[src/rtl/bin_bcd_seg_conv.sv]
// Sequential binary-to-BCD converter (double dabble, one bit per clock) with registered 7-segment outputs.
// Optional build macro LEADING_ZERO_BLANK_EN blanks leading zero digits above digit 0.
module bin_bcd_seg_conv #(
  parameter int WIDTH  = 8,
  parameter int DIGITS = 3
) (
  input  logic                  clk,
  input  logic                  rst,
  input  logic                  start,
  input  logic [WIDTH-1:0]      bin,
  output logic                  busy,
  output logic                  done,
  output logic                  ovf,
  output logic [4*DIGITS-1:0]   bcd,
  output logic [7*DIGITS-1:0]   seg
);

  localparam int AW = 4 * DIGITS;
  localparam int CW = (WIDTH > 1) ? $clog2(WIDTH) : 1;

  typedef enum logic {IDLE, SHIFT} state_t;

  state_t              r_state, w_state_next;
  logic [WIDTH-1:0]    r_bin;
  logic [AW-1:0]       r_acc;
  logic                r_ovf;
  logic [CW-1:0]       r_count;
  logic                r_busy, r_done, r_ovf_out;
  logic [AW-1:0]       r_bcd;
  logic [7*DIGITS-1:0] r_seg;

  logic [AW-1:0]       w_acc_adj, w_acc_shift;
  logic                w_shout, w_ovf_final, w_last;
  logic [7*DIGITS-1:0] w_seg_next;

  function automatic logic [6:0] seg7(input logic [3:0] n);
    case (n)
      4'd0:    seg7 = 7'b1000000;
      4'd1:    seg7 = 7'b1111001;
      4'd2:    seg7 = 7'b0100100;
      4'd3:    seg7 = 7'b0110000;
      4'd4:    seg7 = 7'b0011001;
      4'd5:    seg7 = 7'b0010010;
      4'd6:    seg7 = 7'b0000010;
      4'd7:    seg7 = 7'b1111000;
      4'd8:    seg7 = 7'b0000000;
      4'd9:    seg7 = 7'b0010000;
      default: seg7 = 7'b1111111;
    endcase
  endfunction

  assign w_last = (r_count == CW'(WIDTH - 1));

  always_ff @(posedge clk) begin
    if (rst) r_state <= IDLE;
    else     r_state <= w_state_next;
  end

  always_comb begin
    w_state_next = r_state;
    case (r_state)
      IDLE:    if (start)  w_state_next = SHIFT;
      SHIFT:   if (w_last) w_state_next = IDLE;
      default: w_state_next = IDLE;
    endcase
  end

  // Add-3 correction per digit (no inter-digit carry), then shift {acc, bin} left by one.
  always_comb begin
    w_acc_adj = '0;
    for (int d = 0; d < DIGITS; d++) begin
      if (r_acc[4*d +: 4] >= 4'd5) w_acc_adj[4*d +: 4] = r_acc[4*d +: 4] + 4'd3;
      else                         w_acc_adj[4*d +: 4] = r_acc[4*d +: 4];
    end
  end

  assign w_acc_shift = {w_acc_adj[AW-2:0], r_bin[WIDTH-1]};
  assign w_shout     = w_acc_adj[AW-1];
  assign w_ovf_final = r_ovf | w_shout;

  always_comb begin : p_seg
    logic       w_lead;
    logic [3:0] w_nib;
    w_seg_next = '1;
    w_lead     = 1'b1;
    w_nib      = '0;
    for (int d = DIGITS - 1; d >= 0; d--) begin
      w_nib = w_acc_shift[4*d +: 4];
      if (w_ovf_final) begin
        w_seg_next[7*d +: 7] = 7'b0111111;
      end else begin
`ifdef LEADING_ZERO_BLANK_EN
        if (w_lead && (w_nib == 4'd0) && (d != 0)) w_seg_next[7*d +: 7] = 7'b1111111;
        else                                       w_seg_next[7*d +: 7] = seg7(w_nib);
`else
        w_seg_next[7*d +: 7] = seg7(w_nib);
`endif
      end
      if (w_nib != 4'd0) w_lead = 1'b0;
    end
  end

  always_ff @(posedge clk) begin
    if (rst) begin
      r_bin     <= '0;
      r_acc     <= '0;
      r_ovf     <= 1'b0;
      r_count   <= '0;
      r_busy    <= 1'b0;
      r_done    <= 1'b0;
      r_ovf_out <= 1'b0;
      r_bcd     <= '0;
      r_seg     <= '1;
    end else begin
      r_done <= 1'b0;
      case (r_state)
        IDLE: begin
          if (start) begin
            r_bin   <= bin;
            r_acc   <= '0;
            r_ovf   <= 1'b0;
            r_count <= '0;
            r_busy  <= 1'b1;
          end
        end
        SHIFT: begin
          r_acc   <= w_acc_shift;
          r_bin   <= r_bin << 1;
          r_ovf   <= w_ovf_final;
          r_count <= r_count + CW'(1);
          if (w_last) begin
            r_busy    <= 1'b0;
            r_done    <= 1'b1;
            r_bcd     <= w_acc_shift;
            r_seg     <= w_seg_next;
            r_ovf_out <= w_ovf_final;
          end
        end
        default: ;
      endcase
    end
  end

  assign busy = r_busy;
  assign done = r_done;
  assign ovf  = r_ovf_out;
  assign bcd  = r_bcd;
  assign seg  = r_seg;

endmodule

[config.mk]
export PLATFORM = sky130hd
export DESIGN_NAME = bin_bcd_seg_conv
export DESIGN_NICKNAME = d
export VERILOG_FILES = /design/src/rtl/bin_bcd_seg_conv.sv
export SDC_FILE = /design/constraint.sdc
export NUM_CORES = 1
export LEC_CHECK = 0
export BUFFER_PORTS_ARGS = -buffer_cell sky130_fd_sc_hd__buf_2
export CAP_MARGIN = 20
export CELL_PAD_IN_SITES_DETAIL_PLACEMENT = 0
export CELL_PAD_IN_SITES_GLOBAL_PLACEMENT = 1
export CORE_MARGIN = 2
export CORE_UTILIZATION = 42
export DETAILED_ROUTE_END_ITERATION = 12
export PLACE_DENSITY = 0.88
export SYNTH_ARGS = -nofsm -noshare
export SYNTH_HDL_FRONTEND = slang
export SYNTH_SLANG_ARGS = --single-unit
export TNS_END_PERCENT = 1
[constraint.sdc]
create_clock -name clk -period 3.2 [get_ports clk]
set_input_delay 0.16 -clock clk [delete_from_list [all_inputs] [get_ports clk]]
set_output_delay 0.16 -clock clk [all_outputs]
set_load 0.02 [all_outputs]
# Word-level counts from Yosys, hierarchy flattened
# Memories as Yosys holds them, arrays and structs flattened.
# Cells that the tools add are included.
# W data, S select, Z words.
# classes
addsub	4
n_mul	0
n_div	0
order_cmp	3
eq_ne	3
shifts	0
mux	21
bitwise_logic	2
reduce_logical	3
# ops
cell	count
$pmux W12 S2	1
$mux W7	3
$pmux W8 S2	1
$add A4 B2 Y4 const B	3
$ge A4 B3 Y1 const B	3
$mux W12	1
$mux W4	3
$mux W8	1
$mux W1	6
$pmux W1 S2	3
$pmux W3 S2	1
$reduce_and A2 Y1	2
$add A3 B1 Y3 const B	1
$eq A3 B3 Y1 const B	1
$mux W3	1
$ne A2 B1 Y1 const B	1
$ne A2 B2 Y1 const B	1
$reduce_or A2 Y1	1
$not A1 Y1	1
$or A1 B1 Y1	1
# totals
reg_bits	61
latch_bits	0
mem_bits_rw	0
mem_bits_ro	336
inputBits	11
out_inout_bits	36
word_cells	49
n_memories	3
# memory_table
memory	depth	word_bits	rd	rd_ports_with_merged_regs	write_ports	line_no	rtl
(name not given)	16	7	1	0	0	37	case (n)
(name not given)	16	7	1	0	0	37	
(name not given)	16	7	1	0	0	37	

# Depth between registers and ports, before layout
# Gate-level depths: netlist of the first run.
# depth
ltp_word	4
depth_mapped	10
depth_no_buf	10

# Worst setup path after synthesis of the first run
# OpenSTA, ideal clock, no wires.
# synth_timing
kind	reg-to-reg
start	register r_acc[0]
end	register r_seg[5] (netlist: seg[5])
setup_time_ns	0.116
t_arrival_ns	2.148
slack_ns	0.937
path_stages_with_launch	10
n_path_buf	0
period_less_slack_ns	2.263
cell_sequence	dfxtp_1 inv_1 ha_1 and2b_2 o21ai_2 nor2_1 ha_1 or3_1 o211a_1 o22a_2
# synth_between
elab_chain_cells	4
# synth_lines
element	line_no	rtl
start: declaration	25	logic [AW-1:0] r_acc;
start signal: assignment	127	r_acc <= w_acc_shift;
$add A4 B2 Y4 / $ge A4 B3 Y1 (equally long branches)	72	if (r_acc[4*d +: 4] >= 4'd5) w_acc_adj[4*d +: 4] = r_acc[4*d +: 4] + 4'd3;
$mux W4 *	72	
$mem_v2 Z16 W7 *	--	
$mux W7 *	89	if (w_ovf_final) begin
end signal: assignment	135	r_seg <= w_seg_next;
end: declaration	30	logic [7*DIGITS-1:0] r_seg;
# Mark *: on every way between the ends. The rest lies on a longest branch, timed or not.
# A chain may end at the register's enable or synchronous reset.

# Worst setup path after layout of the first run
# layout_timing
start	register r_acc[0]
end	register r_seg[10] (netlist: seg[10])
# Same word-level chain as after synthesis.

==> impl_summary.txt, run 1 <==
----------------------------------------------------
[Clock tree]
  Clk Latency, worst-skew pair ... 0.35 ns
  Clock net sink count ... 61
  Post-cts hold buffer count ... 0
  Resized cells post-CTS ... 0
  Count of H-tree levels built during CTS ... 3
  Setup Buffers After CTS ... 0
  CTS root buffer ... sky130_fd_sc_hd__clkbuf_8
  TritonCTS clock tree ... done
  CTS Buf Count ... 9
  Clock Path Buffers ... 2
  CTS clk-pin slew, worst paths ... 0.08 ns

[Setup path]
  Largest stage delay on the critical path ... approximately 0.40 ns
  Largest fanout on the critical path ... 6
  Worst setup path endpoint ... seg[10]
  Worst reg2reg setup slack ... 0.71 ns
  Classification of the worst setup path ... reg -> reg
  Worst Setup Start Kind ... flip-flop
  Required arrival time at the worst endpoint ... roughly 3.4 ns
  Slowest-stage cell, CP ... sky130_fd_sc_hd__a21oi_1
  Crit path launch ... r_acc[0]
  Crit end category ... flip-flop
  Count of cells along the worst register-to-register path ... 9
  Cells along the critical path ... inv_1 -> ha_1 -> and2b_2 -> nor3_1 -> a21oi_1 -> inv_1 -> ha_1 -> nor3_1 -> o32a_1
  Reg2Reg Capture Point ... seg[10]
  Launch point of the worst reg-to-reg path ... r_acc[0]
  Data arrival time of the worst path ... approximately 2.7 ns

[Synth]
  Post-synthesis register bit count ... approximately 60
  Cell accounting for the most synthesized area ... sky130_fd_sc_hd__dfxtp_1
  Synthesis warning total ... 0
  Most common flop cell mapped by yosys ... sky130_fd_sc_hd__dfxtp_1
  Average instance area after synthesis ... between 8 and 9 sq um
  Share of synthesized registers carrying an async set or reset ... 0%
  Fraction of the yosys area taken by sequential cells ... 38.9%
  Netlist area before placement ... between 3000 and 4000 sq um
  Net count after synthesis ... 404
  Post-synth cell types ... 55
  Gate Count Post-Synth ... 378
  Area share of the leading cell type in the synthesized netlist ... 38.9%
  Area contributors post-synth ... sky130_fd_sc_hd__dfxtp_1 39%, sky130_fd_sc_hd__nor2_1 6.6%, sky130_fd_sc_hd__a21oi_1 6.2%
  Number of flops mapped to enable cells by yosys ... 0

[Power]
  Power density over cell area ... 465 nW/um^2
  Leakage power ... 0.00146 uW
  VDD IR-drop max ... 0.204 mV

[Timing]
  Relative slew margins ... 48.9%
  Final setup violation count ... 0
  Hold violation total from the final report ... 0
  Maximum clock frequency ... 0.402 GHz
  Transition at the pin with the smallest max-transition slack ... between 0.7 and 0.8 ns
  Final max-slew violation count ... 0
  Worst setup skew after layout ... 0.0114 ns
  Time the final worst path needs with I/O delays and setup ... ~2.5 ns
  Tcrit/Tclk final ... 77.7%
  RSZ-0062 raised after global routing ... no
  Final setup TNS ... 0 ns

[Layout]
  Ratio of cells with drive above 1 in the final layout ... roughly 20%
  Total inserted antenna cells ... 0
  Nets ... 440
  Count of filler cells inserted in the layout ... approximately 700
  Area growth syn-to-layout ... 16.7%
  Final cell count without fillers ... 518

[Global route]
  Global route hottest layer ... met2
  Number of antenna violations at the first check in global routing ... 0
  Routing usage on met3 ... 3.17%
  First-pass GRT wire length ... approximately 12 mm
  Met2 global-route usage ... 29.7%
  Met1 Track Usage GR ... 22.8%
  Total global routing overflow ... 0
  Vias in the first global route ... 2,626
  Pin count of the biggest net entering global routing ... 49
  Total Routing Usage GR ... a little under a fifth

[Placement]
  I/O Buffers ... 46
  Final weighted congestion in routability-driven placement ... approximately 0.90
  Placed wire-length estimate ... between 4 and 5 mm
  Number of instances in the placed design ... 502

[Floorplan]
  Placement row count ... 31
  Die area ... 8190 sq um
  Core region area ... 7250 sq um
  Die extent in x ... around 90 um
  IO Pins ... 47
  Initial standard-cell utilization of the core ... 43.3%
  Vert. Die Dim ... 90.5 um

[Drt]
  DRT antenna net count ... 0
  DR DRC count ... 0
  Via-to-Cell Ratio ... roughly 5.4
  Routed WL per cell ... around 14 um
  Count of vias placed by the detailed router ... 2,793
  Number of DRC markers after the initial detailed-route iteration ... ~120
  Drt pass-1 iters ... 4
  DRT Wirelength ... between 7 and 8 mm

[Flow run]
  Max-cap violation count ... 0

[Run status]
  Outcome ... complete, no violations

[Worst hold path]
  Path category of the worst min-delay check ... in -> reg

----------------------------------------------------
## kinds of logic after synthesis
logic type                 share of synthesized area, %
buffers and inverters                              4.94
AOI/OAI and AO/OA                                  23.0
DFF                                                38.9
adders and majority gates                          5.97
and+or+nand+nor                                    22.3
muxes                                              3.19
xor gates and xnor gates                           1.71
## routing by layer
metal,wire (um),up-vias
met5,0,-
met4,182,0
met3,258,15
met2,3380,61
met1,3430,1316
li1,-,1401
## area by class of cell
class                           instances  area (sq um)  area share [%]
Clock inverter                          7           124            3.38
Sequential cell                        61          1220            33.3
Timing Repair Buffer                   49           253            6.89
Multi-Input combinational cell        278          1770            48.1
Tap cell                               99           124            3.38
Clock buffer                            9           124            3.38
Inverter                               15          56.3            1.54
## cells in the final DEF, fill, tap and decap left out, drive strengths merged, types with 3 or more instances in the layout
| master | n |
|---|---|
| or3 | 4 |
| nand2b | 7 |
| bufinv | 3 |
| o31ai | 3 |
| o22ai | 3 |
| nand2 | 32 |
| o32a | 5 |
| ha | 15 |
| clkbuf | 9 |
| a311oi | 3 |
| o21ai | 15 |
| nand3 | 3 |
| or2 | 3 |
| dfxtp | 61 |
| a211o | 3 |
| buf | 49 |
| and3 | 3 |
| nor4 | 3 |
| clkinv | 3 |
| a21oi | 39 |
| o22a | 8 |
| inv | 15 |
| nor2 | 55 |
| mux2i | 10 |
| a211oi | 9 |
| nor3b | 7 |
| nor3 | 25 |
| and2 | 4 |
## per-stage QoR
step / util, % / hold slack [ns] / cell area (sq um) / power [uW] / setup WS (ns)
CTS: 50.6 / 0.0950 / 3670 / 1720 / 0.704
global route: 50.6 / 0.146 / 3670 / 1760 / 0.461
finish: 50.6 / 0.0986 / 3670 / 1710 / 0.713
global placement: 47.1 / 0.444 / 3420 / 870 / 0.855
floorplan: - / 0.355 / 3140 / 850 / 0.937
detailed placement: 47.1 / 0.444 / 3420 / 871 / 0.751
## worst min-delay path by stage
stage | from | to | slack, ns | cells past startpoint
after global placement | bcd[6] | bcd[6] | 0.44 | 2
after global routing | bin[0] | r_bin[0] | 0.15 | 3
after CTS | bin[0] | r_bin[0] | 0.09 | 3
after detailed placement | busy | busy | 0.44 | 2
after floorplan | bin[0] | r_bin[0] | 0.36 | 2
final | bin[0] | r_bin[0] | 0.1 | 3
## Yosys cell counts, drive strengths merged, types with 3 or more instances
library cell / count
clkbuf: 13
a21oi: 39
nor3: 25
nor3b: 7
nand2b: 7
o32a: 5
o22ai: 3
o31ai: 3
buf: 11
nor4: 3
nand3: 3
and2: 4
or3: 4
nand2: 32
or2: 3
a211oi: 9
o22a: 8
and3: 3
nor2: 55
ha: 15
dfxtp: 61
a311oi: 3
a211o: 3
mux2i: 10
inv: 15
o21ai: 15
## critical path, delay by kind of cell (launching register included)
family	cells	cell delay, ns
and+or+nand+nor	3	0.36
adders and majority gates	2	0.63
AOI/OAI and AO/OA	2	0.70
DFF	1	0.37
buffers and inverters	2	0.32
## power breakdown
group | leakage (uW) | internal (uW) | switching (uW)
Combinational | 0.000845 | 26.5 | 51.3
Sequential | 0.000494 | 768 | 6.54
Clock | 0.000120 | 521 | 333
## flip-flops by register name, summed over array words and instances (netlist names)
register and flops:
bcd 12, busy 1, done 1, ovf 1, r_acc 12, r_bin 8, r_count 3, r_ovf 1
r_state 1, seg 21
(Power assumes the default switching activity.)
==> inputs of run 2 (changes only) <==
--- a/config.mk
+++ b/config.mk
@@ -10,9 +10,9 @@
 export CELL_PAD_IN_SITES_DETAIL_PLACEMENT = 0
 export CELL_PAD_IN_SITES_GLOBAL_PLACEMENT = 1
 export CORE_MARGIN = 2
-export CORE_UTILIZATION = 42
+export CORE_UTILIZATION = 38
 export DETAILED_ROUTE_END_ITERATION = 12
-export PLACE_DENSITY = 0.88
+export PLACE_DENSITY = 0.84
 export SYNTH_ARGS = -nofsm -noshare
 export SYNTH_HDL_FRONTEND = slang
 export SYNTH_SLANG_ARGS = --single-unit
==> constraint.sdc (replaced) <==
create_clock -name clk -period 2.2 [get_ports clk]
set_input_delay 0.11 -clock clk [delete_from_list [all_inputs] [get_ports clk]]
set_output_delay 0.11 -clock clk [all_outputs]
set_load 0.02 [all_outputs]
==> run 2 against run 1 <==
Compared with the run above: wire length grew 5.9%; register-to-register slack lost 0.63 ns; worst hold slack lost 0.033 ns; setup slack lost 0.63 ns; clock power grew 18%; largest power group is now registers.
==> impl_summary.txt, run 2 (synthesis gave the netlist of run 1 again) <==
----------------------------------------------------
[Run status]
  Outcome ... complete, no violations (unchanged)

[Drt]
  DRT Wirelength ... 7.68 mm (was 7.25 mm)
  Count of vias placed by the detailed router ... 2,893 (was 2,793)
  Routed WL per cell ... 13.8 um (was 14.0 um)
  Drt pass-1 iters ... 4 (unchanged)
  Via-to-Cell Ratio ... 5.19 (was 5.39)
  DRT antenna net count ... 0 (unchanged)
  DR DRC count ... 0 (unchanged)
  Number of DRC markers after the initial detailed-route iteration ... 97 (was 123)

[Layout]
  Ratio of cells with drive above 1 in the final layout ... 30.8% (was 20.0%)
  Nets ... 473 (was 440)
  Area growth syn-to-layout ... 26.3% (was 16.7%)
  Max reg flops ... 21 (unchanged)
  Most common library cell in the layout ignoring fill and taps ... sky130_fd_sc_hd__dfxtp_1 (unchanged)
  Top library cells by usage in the layout, fill and taps aside ... 56 x sky130_fd_sc_hd__dfxtp_1, 52 x sky130_fd_sc_hd__nor2_1, 46 x sky130_fd_sc_hd__buf_2 (was 61 x sky130_fd_sc_hd__dfxtp_1, 55 x sky130_fd_sc_hd__nor2_1, 46 x sky130_fd_sc_hd__buf_2)
  Total inserted antenna cells ... 0 (unchanged)
  Fin area ... 3970 sq um (was 3670 sq um)

[Setup path]
  Data arrival time of the worst path ... 2.35 ns (was 2.72 ns)
  Worst Setup Start Kind ... flip-flop (unchanged)
  Classification of the worst setup path ... reg -> reg (unchanged)
  Required arrival time at the worst endpoint ... 2.43 ns (was 3.44 ns)
  Crit end category ... flip-flop (unchanged)
  Largest fanout on the critical path ... 3 (was 6)

[Power]
  Switching component of the power ... 565 uW (was 391 uW)
  Combinational Power Share ... 5.4% (was 4.6%)
  Clk pwr share ... 44.7% (was 50.0%)
  VDD IR-drop max ... 0.349 mV (was 0.204 mV)
  Sw Share ... 25.1% (was 22.9%)
  Final Power ... 2250 uW (was 1710 uW)
  Leakage power ... 0.00162 uW (was 0.00146 uW)
  Power density over cell area ... 568 nW/um^2 (was 465 nW/um^2)
  Sequential group share of total power ... 49.9% (was 45.4%)
  Design internal power ... 1690 uW (was 1320 uW)

[Clock tree]
  Clock net sink count ... 61 (unchanged)
  TritonCTS clock tree ... done (unchanged)
  CTS clk-pin slew, worst paths ... 0.08 ns (about the same)
  CTS Buf Count ... 9 (unchanged)
  Post-cts hold buffer count ... 0 (unchanged)
  Clock Path Buffers ... 2 (unchanged)
  Clk Latency, worst-skew pair ... 0.35 ns (about the same)
  CTS root buffer ... sky130_fd_sc_hd__clkbuf_8 (unchanged)
  Count of H-tree levels built during CTS ... 3 (unchanged)

[Placement]
  Placed wire-length estimate ... 5.36 mm (was 4.93 mm)
  Final weighted congestion in routability-driven placement ... 0.946 (was 0.900)
  I/O Buffers ... 46 (unchanged)
  Area after DPL ... 3640 sq um (was 3420 sq um)

[Global route]
  Global route hottest layer ... met2 (unchanged)
  Met1 Track Usage GR ... 20.7% (was 22.8%)
  Pin count of the biggest net entering global routing ... 49 (unchanged)
  Total Routing Usage GR ... 17.5% (was 18.3%)
  First-pass GRT wire length ... 12.3 mm (was 12.2 mm)
  Routing usage on met3 ... 4.15% (was 3.17%)
  Total global routing overflow ... 0 (unchanged)
  Vias in the first global route ... 2,635 (was 2,626)
  Met2 global-route usage ... 29.9% (was 29.7%)
  Number of antenna violations at the first check in global routing ... 0 (unchanged)

[Timing]
  Hold slack ... 0.0656 ns (was 0.0986 ns)
  RSZ-0062 raised after global routing ... yes (was no)
  Final setup violation count ... 0 (unchanged)
  Final max-slew violation count ... 0 (unchanged)
  Hold violation total from the final report ... 0 (unchanged)
  Maximum clock frequency ... 0.472 GHz (was 0.402 GHz)
  Tcrit/Tclk final ... 96.3% (was 77.7%)
  Time the final worst path needs with I/O delays and setup ... 2.12 ns (was 2.49 ns)
  Final setup TNS ... 0 ns (unchanged)
  Relative slew margins ... 57.6% (was 48.9%)
  Transition at the pin with the smallest max-transition slack ... 0.632 ns (was 0.766 ns)
  Worst setup skew after layout ... 0.00697 ns (was 0.0114 ns)

[Floorplan]
  Initial standard-cell utilization of the core ... 38.6% (was 43.3%)
  Vert. Die Dim ... 94.9 um (was 90.5 um)
  Die area ... 9010 sq um (was 8190 sq um)
  Placement row count ... 33 (was 31)
  Die extent in x ... 94.9 um (was 90.5 um)
  Core region area ... 8130 sq um (was 7250 sq um)
  IO Pins ... 47 (unchanged)

[Flow run]
  Max-cap violation count ... 0 (unchanged)

[Worst hold path]
  Path category of the worst min-delay check ... in -> reg (unchanged)

----------------------------------------------------
-- run 2: changes by cell type in the layout (fill, tap and decap cells not counted), sizes merged --
cell      previous run  this run
buf                 49        82
clkinv               3         5
clkinvlp             1         0
inv                 15        16
bufinv               3         1
-- run 2: timing repair --
item | CTS | global route
pin swaps | 0 | 7
endpoints found under the setup margin | 1 | 15
buffers inserted | 0 | 5
gates resized for setup | 1 | 25
gates cloned | 0 | 0
-- run 2: layer usage --
metal,share of wire [%],vias to the layer above
met5,0,-
met4,1.9,0
met3,4.7,15
met2,49,49
met1,45,1355
li1,-,1474
-- run 2: area by class of cell --
type	instances	area [sq um]
inverter	15	56.3
tap	105	131
fill	775	4170
sequential	61	1230
timing repair buffer	82	500
clock buffer	9	124
clock inverter	7	75.1
multi-input combinational	278	1850
-- run 2: per-stage QoR --
step / instances / util, % / setup slack [ns]
detailed placement: 536 / 44.7 / -0.0585
global placement: 536 / 44.7 / 0.0419
finish: 557 / 48.8 / 0.0816
floorplan: 378 / - / 0.0110
CTS: 552 / 47.2 / 0.00853
global route: 557 / 48.8 / -0.0484
-- run 2: final timing paths --
kind,start,to,cells after the start,slack [ns]
max,r_acc[5],seg[10],7,0.08
min,bin[0],r_bin[0],3,0.07
max reg2reg,r_acc[5],seg[10],7,0.08
min reg2reg,bcd[9],bcd[9],2,0.45
-- run 2: critical path: stages (launching register included) --
cell                       delay [ns]
sky130_fd_sc_hd__dfxtp_2         0.37
sky130_fd_sc_hd__inv_1           0.08
sky130_fd_sc_hd__ha_1            0.20
sky130_fd_sc_hd__nand2b_1        0.22
sky130_fd_sc_hd__a211oi_4        0.28
sky130_fd_sc_hd__o22ai_1         0.17
sky130_fd_sc_hd__a211o_1         0.35
sky130_fd_sc_hd__o32a_1          0.35
-- run 2: power by group through the flow --
stage          Combinational [uW]  Sequential (uW)  Clock [uW]
6_report                      121             1130        1010
5_1_grt                       135             1130        1080
4_1_cts                       122             1130        1030
3_5_place_dp                  121             1150           0
3_3_place_gp                  120             1150           0
2_1_floorplan                84.3             1150           0
==> inputs of run 3 (changes only) <==
--- a/config.mk
+++ b/config.mk
@@ -13,6 +13,7 @@
 export CORE_UTILIZATION = 38
 export DETAILED_ROUTE_END_ITERATION = 12
 export PLACE_DENSITY = 0.84
+export REMOVE_ABC_BUFFERS = 1
 export SYNTH_ARGS = -nofsm -noshare
 export SYNTH_HDL_FRONTEND = slang
 export SYNTH_SLANG_ARGS = --single-unit
==> run 3 against run 2 <==
Compared with the run above: sequential power about the same; die area unchanged; register-to-register slack worse by 0.04 ns; critical endpoint is now seg[17]; highest routed layer unchanged.
==> impl_summary.txt, run 3 (synthesis gave the netlist of run 1 again) <==
----------------------------------------------------
[Run status]
  Outcome ... complete, no violations (unchanged)

[Timing]
  RSZ-0062 raised after global routing ... yes (unchanged)
  Time the final worst path needs with I/O delays and setup ... 2.15 ns (was 2.12 ns)
  Final setup TNS ... 0 ns (unchanged)
  Final max-slew violation count ... 0 (unchanged)
  Relative slew margins ... 53.6% (was 57.6%)
  Final setup violation count ... 0 (unchanged)
  Tcrit/Tclk final ... 97.9% (was 96.3%)
  Maximum clock frequency ... 0.464 GHz (was 0.472 GHz)
  Hold slack ... 0.0768 ns (was 0.0656 ns)
  Worst setup skew after layout ... 0.00604 ns (was 0.00697 ns)
  Transition at the pin with the smallest max-transition slack ... 0.696 ns (was 0.632 ns)
  Hold violation total from the final report ... 0 (unchanged)

[Clock tree]
  CTS root buffer ... sky130_fd_sc_hd__clkbuf_8 (unchanged)
  Count of H-tree levels built during CTS ... 3 (unchanged)
  Clock Path Buffers ... 2 (unchanged)
  Post-cts hold buffer count ... 0 (unchanged)
  Clock net sink count ... 61 (unchanged)
  CTS clk-pin slew, worst paths ... 0.07 ns (was 0.08 ns)
  CTS Buf Count ... 9 (unchanged)
  TritonCTS clock tree ... done (unchanged)
  Clk Latency, worst-skew pair ... 0.34 ns (was 0.35 ns)

[Placement]
  I/O Buffers ... 46 (unchanged)
  Final weighted congestion in routability-driven placement ... 0.900 (was 0.946)
  Placed wire-length estimate ... 5.41 mm (was 5.36 mm)
  Number of instances in the placed design ... 529 (was 536)

[Layout]
  Final cell count without fillers ... 548 (was 557)
  Top library cells by usage in the layout, fill and taps aside ... 58 x sky130_fd_sc_hd__dfxtp_1, 53 x sky130_fd_sc_hd__nor2_1, 46 x sky130_fd_sc_hd__buf_2 (was 56 x sky130_fd_sc_hd__dfxtp_1, 52 x sky130_fd_sc_hd__nor2_1, 46 x sky130_fd_sc_hd__buf_2)
  Area growth syn-to-layout ... 23.7% (was 26.3%)
  Ratio of cells with drive above 1 in the final layout ... 28.7% (was 30.8%)
  Storage cell area ... 1230 sq um (about the same)
  Total inserted antenna cells ... 0 (unchanged)
  Nets ... 464 (was 473)
  Max reg flops ... 21 (unchanged)
  Area taken by multi-input logic gates ... 1850 sq um (about the same)
  Count of filler cells inserted in the layout ... 811 (was 775)
  Most common library cell in the layout ignoring fill and taps ... sky130_fd_sc_hd__dfxtp_1 (unchanged)

[Global route]
  Number of antenna violations at the first check in global routing ... 0 (unchanged)
  Vias in the first global route ... 2,683 (was 2,635)
  Pin count of the biggest net entering global routing ... 49 (unchanged)
  Total Routing Usage GR ... 18.0% (was 17.5%)
  First-pass GRT wire length ... 12.6 mm (was 12.3 mm)
  Total global routing overflow ... 0 (unchanged)

[Drt]
  DRT Wirelength ... 7.81 mm (was 7.68 mm)
  Drt pass-1 iters ... 4 (unchanged)
  Count of vias placed by the detailed router ... 2,893 (unchanged)
  Detail Route met2 WL ... 3.72 mm (was 3.74 mm)
  Number of DRC markers after the initial detailed-route iteration ... 79 (was 97)
  DR DRC count ... 0 (unchanged)
  Met1 wire length ... 3.66 mm (was 3.43 mm)
  DRT antenna net count ... 0 (unchanged)
  Routed WL per cell ... 14.3 um (was 13.8 um)
  Via-to-Cell Ratio ... 5.28 (was 5.19)
  Top metal layer carrying routed signals ... met4 (unchanged)
  Met3 WL ... 280 um (was 361 um)

[Setup path]
  Worst Setup Start Kind ... flip-flop (unchanged)
  Largest fanout on the critical path ... 6 (was 3)
  Crit end category ... flip-flop (unchanged)
  Data arrival time of the worst path ... 2.38 ns (was 2.35 ns)
  Classification of the worst setup path ... reg -> reg (unchanged)
  Required arrival time at the worst endpoint ... 2.43 ns (about the same)

[Power]
  Power density over cell area ... 574 nW/um^2 (was 568 nW/um^2)
  Leakage power ... 0.00158 uW (was 0.00162 uW)
  Final Power ... 2230 uW (was 2250 uW)
  VDD IR-drop max ... 0.251 mV (was 0.349 mV)

[Floorplan]
  Core region area ... 8130 sq um (unchanged)
  Die area ... 9010 sq um (unchanged)
  Initial standard-cell utilization of the core ... 38.6% (unchanged)
  Placement row count ... 33 (unchanged)
  Die extent in x ... 94.9 um (unchanged)
  IO Pins ... 47 (unchanged)
  Vert. Die Dim ... 94.9 um (unchanged)

[Worst hold path]
  Path category of the worst min-delay check ... in -> reg (unchanged)

[Flow run]
  Max-cap violation count ... 0 (unchanged)

----------------------------------------------------
run 3: cell count changes in the layout (fill, tap and decap cells not counted), sizes merged:
cell | previous run | this run
clkinv | 5 | 4
clkbuf | 9 | 11
inv | 16 | 15
buf | 82 | 73
run 3: metrics by stage:
stage | setup slack (ns) | util (%) | area [sq um]
2_1_floorplan | -0.520 | - | 3040
3_3_place_gp | -0.0137 | 44.1 | 3580
3_5_place_dp | -0.0345 | 44.1 | 3580
4_1_cts | 0.00421 | 46.5 | 3780
5_1_grt | -0.0638 | 47.8 | 3890
6_report | 0.0455 | 47.8 | 3890
run 3: power breakdown:
group / total (uW) / leakage, uW / switching, uW / internal [uW]
Sequential: 1130 / 0.000496 / 8.85 / 1120
Combinational: 122 / 0.000983 / 78.4 / 44.0
Clock: 982 / 0.000103 / 436 / 546
Total: 2230 / 0.00158 / 523 / 1710
run 3: repair_timing:
action                                  4_1_cts  5_1_grt
buffers inserted                              0        3
endpoints found under the setup margin        3       12
pin swaps                                     0        6
resized for setup                             3       23
run 3: path summary, 6_finish.rpt:
path         startpoint  endpoint  slack [ns]  depth (start not counted)
max            r_acc[9]   seg[17]        0.05                          8
min              bin[0]  r_bin[0]        0.08                          3
max reg2reg    r_acc[9]   seg[17]        0.05                          8
min reg2reg      bcd[6]    bcd[6]        0.45                          2
run 3: layout make-up:
type	instances	area share, %
clock buffers	11	3.64
clock inverters	5	1.29
inverters	15	1.45
multi-input cells	278	47.5
flip-flops and latches	61	31.6
well taps	105	3.38
repair buffers	73	11.1
run 3: critical path, stage by stage, from the launching register on:
cell                       delay, ns
sky130_fd_sc_hd__dfxtp_1        0.33
sky130_fd_sc_hd__inv_1          0.07
sky130_fd_sc_hd__ha_1           0.18
sky130_fd_sc_hd__nand2b_2       0.22
sky130_fd_sc_hd__a211oi_2       0.34
sky130_fd_sc_hd__nor2_2         0.13
sky130_fd_sc_hd__ha_1           0.31
sky130_fd_sc_hd__and2_1         0.15
sky130_fd_sc_hd__o32a_1         0.31
run 3: per-layer routing:
metal,vias to the layer above,track usage [%]
met2,65,29.8
li1,1459,-
met1,1355,22.7
met4,0,8.82
met5,-,0
met3,14,2.95
